==> src/rtl/audio_fifo_pkg.sv <==
// Shared register map and STATUS bit layout for the audio sample FIFO.
// Latency: n/a (constants and helpers only).
// Backpressure: n/a.
package audio_fifo_pkg;

    localparam logic [1:0] REG_DATA   = 2'd0;
    localparam logic [1:0] REG_STATUS = 2'd1;
    localparam logic [1:0] REG_THRESH = 2'd2;
    localparam logic [1:0] REG_UCOUNT = 2'd3;

    localparam int ST_EMPTY_BIT    = 16;
    localparam int ST_FULL_BIT     = 17;
    localparam int ST_UNDERRUN_BIT = 18;
    localparam int ST_OVERFLOW_BIT = 19;
    localparam int ST_IRQ_EN_BIT   = 24;

    localparam logic [3:0] WSTRB_ALL = 4'hF;
    localparam int         UCOUNT_W  = 16;

    function automatic logic [UCOUNT_W-1:0] sat_inc(input logic [UCOUNT_W-1:0] v);
        return (&v) ? v : v + 1'b1;
    endfunction

endpackage

==> src/rtl/sync_fifo.sv <==
// Single-clock show-ahead FIFO; dout always presents the head entry.
// Latency: a push is visible at dout the cycle after it is accepted.
// Backpressure: push into a full FIFO is dropped unless a pop frees the slot that cycle.
module sync_fifo #(
    parameter int WIDTH      = 32,
    parameter int DEPTH_LOG2 = 6
) (
    input  logic                  clk,
    input  logic                  reset,
    input  logic                  push,
    input  logic                  pop,
    input  logic [WIDTH-1:0]      din,
    output logic [WIDTH-1:0]      dout,
    output logic [DEPTH_LOG2:0]   level,
    output logic                  empty,
    output logic                  full
);

    localparam int                DEPTH    = 1 << DEPTH_LOG2;
    localparam logic [DEPTH_LOG2:0] LVL_FULL = {1'b1, {DEPTH_LOG2{1'b0}}};

    logic [WIDTH-1:0]      r_mem [0:DEPTH-1];
    logic [DEPTH_LOG2-1:0] r_wr_ptr;
    logic [DEPTH_LOG2-1:0] r_rd_ptr;
    logic [DEPTH_LOG2:0]   r_level;
    logic [WIDTH-1:0]      r_rd_dat;
    logic [WIDTH-1:0]      r_byp_dat;
    logic                  r_byp;

    logic                  w_do_push;
    logic                  w_do_pop;
    logic [DEPTH_LOG2-1:0] w_rd_addr;

    assign empty     = (r_level == '0);
    assign full      = (r_level == LVL_FULL);
    assign w_do_pop  = pop && !empty;
    assign w_do_push = push && (!full || w_do_pop);
    assign w_rd_addr = w_do_pop ? r_rd_ptr + 1'b1 : r_rd_ptr;

    always_ff @(posedge clk) begin
        if (reset) begin
            r_wr_ptr <= '0;
            r_rd_ptr <= '0;
            r_level  <= '0;
            r_byp    <= 1'b0;
        end else begin
            if (w_do_push) begin
                r_wr_ptr <= r_wr_ptr + 1'b1;
            end
            if (w_do_pop) begin
                r_rd_ptr <= r_rd_ptr + 1'b1;
            end
            if (w_do_push && !w_do_pop) begin
                r_level <= r_level + 1'b1;
            end else if (!w_do_push && w_do_pop) begin
                r_level <= r_level - 1'b1;
            end
            // Registered RAM read cannot see a same-cycle write to the next head slot.
            r_byp <= w_do_push && (r_wr_ptr == w_rd_addr);
        end
    end

    // Synchronous-read storage, no reset, so it maps onto block RAM.
    always_ff @(posedge clk) begin
        if (w_do_push) begin
            r_mem[r_wr_ptr] <= din;
        end
        r_rd_dat  <= r_mem[w_rd_addr];
        r_byp_dat <= din;
    end

    assign dout  = r_byp ? r_byp_dat : r_rd_dat;
    assign level = r_level;

endmodule

==> src/rtl/audio_sample_fifo.sv <==
// Stereo sample FIFO on iomem feeding i2s_tx; AUDIO_FIFO_UNDERRUN_CNT_EN adds the UCOUNT underrun counter.
// Latency: bus ack 1 cycle after request; channel outputs update 3 cycles after an lrclk rising edge.
// Backpressure: none; pushes to a full FIFO are dropped (overflow flag), pops from empty emit 0 (underrun flag).
module audio_sample_fifo
    import audio_fifo_pkg::*;
#(
    parameter int         BITSIZE    = 16,
    parameter int         DEPTH_LOG2 = 6,
    parameter logic [7:0] ADDR_PAGE  = 8'h05
) (
    input  logic               clk,
    input  logic               reset,
    input  logic               iomem_valid,
    output logic               iomem_ready,
    input  logic [3:0]         iomem_wstrb,
    input  logic [31:0]        iomem_addr,
    input  logic [31:0]        iomem_wdata,
    output logic [31:0]        iomem_rdata,
    input  logic               lrclk,
    output logic [BITSIZE-1:0] left_chan,
    output logic [BITSIZE-1:0] right_chan,
    output logic               irq
);

    localparam logic [DEPTH_LOG2:0] THRESH_RST = (DEPTH_LOG2+1)'(1 << (DEPTH_LOG2 - 1));

    logic                  r_ready;
    logic [31:0]           r_rdata;
    logic                  r_lr_s1;
    logic                  r_lr_s2;
    logic                  r_lr_s3;
    logic [BITSIZE-1:0]    r_left;
    logic [BITSIZE-1:0]    r_right;
    logic                  r_irq;
    logic                  r_irq_en;
    logic                  r_underrun;
    logic                  r_overflow;
    logic [DEPTH_LOG2:0]   r_thresh;

    logic                  w_sel;
    logic [1:0]            w_off;
    logic                  w_is_wr;
    logic                  w_full_wr;
    logic                  w_push;
    logic                  w_pop;
    logic                  w_st_wr;
    logic                  w_ovf_set;
    logic                  w_unf_set;
    logic [2*BITSIZE-1:0]  w_din;
    logic [2*BITSIZE-1:0]  w_fifo_dout;
    logic [DEPTH_LOG2:0]   w_level;
    logic                  w_empty;
    logic                  w_full;
    logic [UCOUNT_W-1:0]   w_ucount;
    logic [31:0]           w_rd_val;
    logic                  w_unused;

    assign w_unused = ^{iomem_addr[23:4], iomem_addr[1:0], iomem_wdata};

    // A request is taken only when ready is low, so each access acks exactly once.
    assign w_sel     = iomem_valid && !r_ready && (iomem_addr[31:24] == ADDR_PAGE);
    assign w_off     = iomem_addr[3:2];
    assign w_is_wr   = |iomem_wstrb;
    assign w_full_wr = (iomem_wstrb == WSTRB_ALL);
    assign w_push    = w_sel && w_full_wr && (w_off == REG_DATA);
    assign w_st_wr   = w_sel && (w_off == REG_STATUS);
    assign w_pop     = r_lr_s2 && !r_lr_s3;
    assign w_din     = {iomem_wdata[16 +: BITSIZE], iomem_wdata[0 +: BITSIZE]};
    assign w_ovf_set = w_push && w_full && !w_pop;
    assign w_unf_set = w_pop && w_empty;

    sync_fifo #(
        .WIDTH      (2 * BITSIZE),
        .DEPTH_LOG2 (DEPTH_LOG2)
    ) u_fifo (
        .clk   (clk),
        .reset (reset),
        .push  (w_push),
        .pop   (w_pop),
        .din   (w_din),
        .dout  (w_fifo_dout),
        .level (w_level),
        .empty (w_empty),
        .full  (w_full)
    );

    always_ff @(posedge clk) begin
        if (reset) begin
            r_lr_s1 <= 1'b0;
            r_lr_s2 <= 1'b0;
            r_lr_s3 <= 1'b0;
        end else begin
            r_lr_s1 <= lrclk;
            r_lr_s2 <= r_lr_s1;
            r_lr_s3 <= r_lr_s2;
        end
    end

    always_ff @(posedge clk) begin
        if (reset) begin
            r_left  <= '0;
            r_right <= '0;
        end else if (w_pop) begin
            r_left  <= w_empty ? '0 : w_fifo_dout[2*BITSIZE-1:BITSIZE];
            r_right <= w_empty ? '0 : w_fifo_dout[BITSIZE-1:0];
        end
    end

    // Sticky flags: a new event in the same cycle as a clear wins, so it is never lost.
    always_ff @(posedge clk) begin
        if (reset) begin
            r_underrun <= 1'b0;
            r_overflow <= 1'b0;
            r_irq_en   <= 1'b0;
            r_thresh   <= THRESH_RST;
        end else begin
            r_underrun <= w_unf_set ||
                          (r_underrun && !(w_st_wr && iomem_wstrb[2] && iomem_wdata[ST_UNDERRUN_BIT]));
            r_overflow <= w_ovf_set ||
                          (r_overflow && !(w_st_wr && iomem_wstrb[2] && iomem_wdata[ST_OVERFLOW_BIT]));
            if (w_st_wr && iomem_wstrb[3]) begin
                r_irq_en <= iomem_wdata[ST_IRQ_EN_BIT];
            end
            if (w_sel && w_is_wr && (w_off == REG_THRESH)) begin
                r_thresh <= iomem_wdata[DEPTH_LOG2:0];
            end
        end
    end

`ifdef AUDIO_FIFO_UNDERRUN_CNT_EN
    logic [UCOUNT_W-1:0] r_ucount;

    always_ff @(posedge clk) begin
        if (reset) begin
            r_ucount <= '0;
        end else if (w_sel && w_full_wr && (w_off == REG_UCOUNT)) begin
            r_ucount <= '0;
        end else if (w_unf_set) begin
            r_ucount <= sat_inc(r_ucount);
        end
    end

    assign w_ucount = r_ucount;
`else
    assign w_ucount = '0;
`endif

    always_comb begin
        w_rd_val = '0;
        if (!w_is_wr) begin
            case (w_off)
                REG_STATUS: begin
                    w_rd_val[DEPTH_LOG2:0]   = w_level;
                    w_rd_val[ST_EMPTY_BIT]    = w_empty;
                    w_rd_val[ST_FULL_BIT]     = w_full;
                    w_rd_val[ST_UNDERRUN_BIT] = r_underrun;
                    w_rd_val[ST_OVERFLOW_BIT] = r_overflow;
                    w_rd_val[ST_IRQ_EN_BIT]   = r_irq_en;
                end
                REG_THRESH: w_rd_val[DEPTH_LOG2:0] = r_thresh;
                REG_UCOUNT: w_rd_val[UCOUNT_W-1:0] = w_ucount;
                default:    w_rd_val = '0;
            endcase
        end
    end

    always_ff @(posedge clk) begin
        if (reset) begin
            r_ready <= 1'b0;
            r_rdata <= '0;
            r_irq   <= 1'b0;
        end else begin
            r_ready <= w_sel;
            r_rdata <= w_sel ? w_rd_val : '0;
            r_irq   <= r_irq_en && (w_level <= r_thresh);
        end
    end

    assign iomem_ready = r_ready;
    assign iomem_rdata = r_rdata;
    assign left_chan   = r_left;
    assign right_chan  = r_right;
    assign irq         = r_irq;

endmodule

==> config.mk <==
export PLATFORM = sky130hd
export DESIGN_NAME = audio_sample_fifo
export DESIGN_NICKNAME = d
export VERILOG_FILES = /design/src/rtl/audio_fifo_pkg.sv /design/src/rtl/sync_fifo.sv /design/src/rtl/audio_sample_fifo.sv
export SDC_FILE = /design/constraint.sdc
export NUM_CORES = 2
export LEC_CHECK = 0
export BUFFER_PORTS_ARGS = -buffer_cell sky130_fd_sc_hd__buf_2
export CORE_MARGIN = 2
export CORE_UTILIZATION = 30
export CTS_CLUSTER_DIAMETER = 100
export DETAILED_ROUTE_END_ITERATION = 16
export PLACE_DENSITY_LB_ADDON = 0.1
export SLEW_MARGIN = 20
export SYNTH_ARGS = -nofsm -noshare
export SYNTH_HDL_FRONTEND = slang
export SYNTH_HIERARCHICAL = 1
export SYNTH_SLANG_ARGS = --single-unit
==> constraint.sdc <==
create_clock -name clk -period 10.2 [get_ports clk]
set_input_delay 2.04 -clock clk [delete_from_list [all_inputs] [get_ports clk]]
set_output_delay 2.04 -clock clk [all_outputs]
set_load 0.005 [all_outputs]
==> flow_metrics.tcl <==
set metrics [dict create \
    post-place-ws_ns 3.25 \
    design.portCount 138 \
    die_h_um 573 \
    dieArea_um2 329000 \
    vias 65308 \
    clk_pin_slew_ns 0.05 \
    drive_above_1_share_pct 12.6 \
    cts_tree "done" \
    leakage_nw 30.5 \
    fin_ws_ns 4.27 \
    hold_viol 0 \
    final_antenna_net_count 0 \
    gp_congestion 0.746 \
    maxCapViolCount 0 \
    drt_first_pass_iters 5 \
    drt_iter0_drc 5757 \
    hold_class "reg2reg" \
    fin_crit_ns 5.93 \
    clockBufferDepth 4 \
    fillCellCount 31172 \
    critPathMaxFanout 19 \
    nNetsFinal 6943 \
    fin_setup_tns_ns 0 \
    cts_htree_levels 5 \
    hold_buffers 0 \
    io_buffers 95 \
    die_w_um 573 \
    drc_errors 0 \
    yosys_warnings 6 \
    clock-sinks 2191 \
    yosysSeqAreaShare_pct 66.2 \
    period_share_pct 58.1 \
    worst_slew_pin_slew_ns 1.13 \
    start_util_pct 30.1 \
    yosysUniqueCellTypes 68 \
    synth_edf_count 2048 \
    ctsResizeCount 0 \
    grt_pass1_vias 62918 \
    syn_to_final_growth_pct 13.7 \
    async_reset_ff_share_pct 0 \
    routedWlPerCell_um 28.5 \
    skew_ns 0.0472 \
    setup_viol 0 \
    fmax_mhz 169 \
    num_rows 209 \
    ys.flop_type "edfxtp_1" \
    antenna_found_initial 28 \
    required_ns 10.70 \
    status "finished clean" \
    syn_avg_cell_area_um2 13.9 \
    critPathKind "in2reg" \
    worstPathArrival_ns 6.42 \
    clk_latency_ns 0.88 \
    postCtsSetupRepairBufs 0 \
    dp_hpwl_mm 178 \
    grt_max_degree 192 \
    cts_buffers 265 \
    rsz0062_at_grt "false" \
    total_power_mw 19.6 \
    crit_path_end_kind "flop" \
    peakVddDrop_mv 0.120 \
    routed_via_density 5.74 \
    ys_ff_latch 2191 \
    clock_tree.root_cell "clkbuf_16" \
    slew_headroom_pct 24.2 \
    wl_mm 325 \
    grt_usage_pct 19.1 \
    hold_ws_ns 0.445 \
    syn-instance-count 7006 \
    grt_pass1_wl_mm 462 \
    powerDensity_nw_per_um2 177 \
    syn_area_um2 97200 \
    core_area_um2 323000 \
    grt_overflow 0 \
    startpoint_type "primary input" \
    slew_viol_final 0 \
]
## cells by family (layout without fill, tap and decap cells)
family	after synthesis	after routing	share of synthesized area, %
AOI/OAI and AO/OA	2625	2625	17.9
xor gates and xnor gates	18	18	0.178
adders and majority gates	20	20	0.265
buffers and inverters	757	768	3.15
DFF	2191	2191	66.2
muxes	688	688	8.80
other	1	32	0.00386
and+or+nand+nor	706	706	3.53
## sequential cells by signal, summed over array words and instances, names as in the netlist, 7 cells and up
register / count
u_fifo/r_rd_dat: 32
iomem_rdata: 12
u_fifo/level: 7
u_fifo/r_mem: 2048
u_fifo/r_byp_dat: 32
r_thresh: 7
left_chan: 16
right_chan: 16
## cells in the final DEF, fill, tap and decap left out, types with 140 or more instances in the layout
master and instances:
dfxtp_1 140, o22ai_1 762, mux2i_1 522, nand3_1 294, clkbuf_16 270, buf_4 172
edfxtp_1 2048, nor2_1 174, a31oi_1 252, o221ai_1 753, o21ai_0 762
## cells in the mapped netlist, types with 25 or more instances
library cell | n | share of area (%)
edfxtp_1 | 2048 | 63
o22ai_1 | 765 | 4.9
o21ai_0 | 762 | 3.9
o221ai_1 | 753 | 6.8
clkbuf_1 | 581 | 2.2
mux2i_1 | 522 | 5.4
nand3_1 | 294 | 1.5
a31oi_1 | 253 | 1.6
nor2_1 | 237 | 0.91
dfxtp_1 | 143 | 2.9
mux4_2 | 130 | 3.0
buf_2 | 68 | 0.35
nand2_1 | 56 | 0.22
a21oi_1 | 51 | 0.26
buf_1 | 49 | 0.19
mux2_2 | 36 | 0.42
or4_1 | 33 | 0.25
buf_4 | 27 | 0.21
inv_1 | 25 | 0.097
## worst max-delay path, cell delays in order
cell	delay [ns]
buf_2	0.09
or4b_1	0.64
or3_1	0.66
nor2_1	0.19
o21ai_0	0.34
inv_2	0.32
nand3_1	0.74
nor2_4	0.85
buf_4	0.48
## path summary, 6_finish.rpt
check / startpoint / to / slack (ns) / cells after the start
max: iomem_addr[27] / u_fifo/r_mem[52][12]$_DFFE_PP_ / 4.27 / 9
min: right_chan[7]$_SDFFE_PP0P_ / right_chan[7]$_SDFFE_PP0P_ / 0.45 / 2
max reg2reg: u_fifo/r_rd_ptr[1]$_SDFF_PP0_ / u_fifo/r_rd_dat[23]$_DFF_P_ / 4.57 / 9
min reg2reg: right_chan[7]$_SDFFE_PP0P_ / right_chan[7]$_SDFFE_PP0P_ / 0.45 / 2
## per-stage QoR
stage	std cells	cell area [µm²]	utilization, %
after detailed placement	10907	103000	31.7
after global placement	10906	103000	31.7
after global routing	11364	111000	34.2
final	11373	111000	34.2
after CTS	11359	110000	34.2
after floorplan	7025	97300	-
## cell type report
cell class	instances	area (µm²)	share of cell area, %
multi-input cells	4077	30500	27.6
well taps	4325	5410	4.89
clock inverters	111	836	0.756
repair buffers	288	2280	2.07
diodes	12	30.0	0.0272
flip-flops and latches	2191	64400	58.2
clock buffers	341	7060	6.39
inverters	28	106	0.0962
## power breakdown
part | internal, mW | total (mW) | switching, mW
combinational | 0.267 | 0.919 | 0.652
clock | 5.03 | 8.81 | 3.78
sequential | 9.84 | 9.85 | 0.0131
total | 15.1 | 19.6 | 4.44
## per-layer routing
layer,wire length (µm),GRT usage [%]
met3,15400,2.46
met5,55,0
met4,7050,4.41
met2,155000,31.8
met1,147000,26.4
No activity file was read; power rests on OpenSTA's default activity.
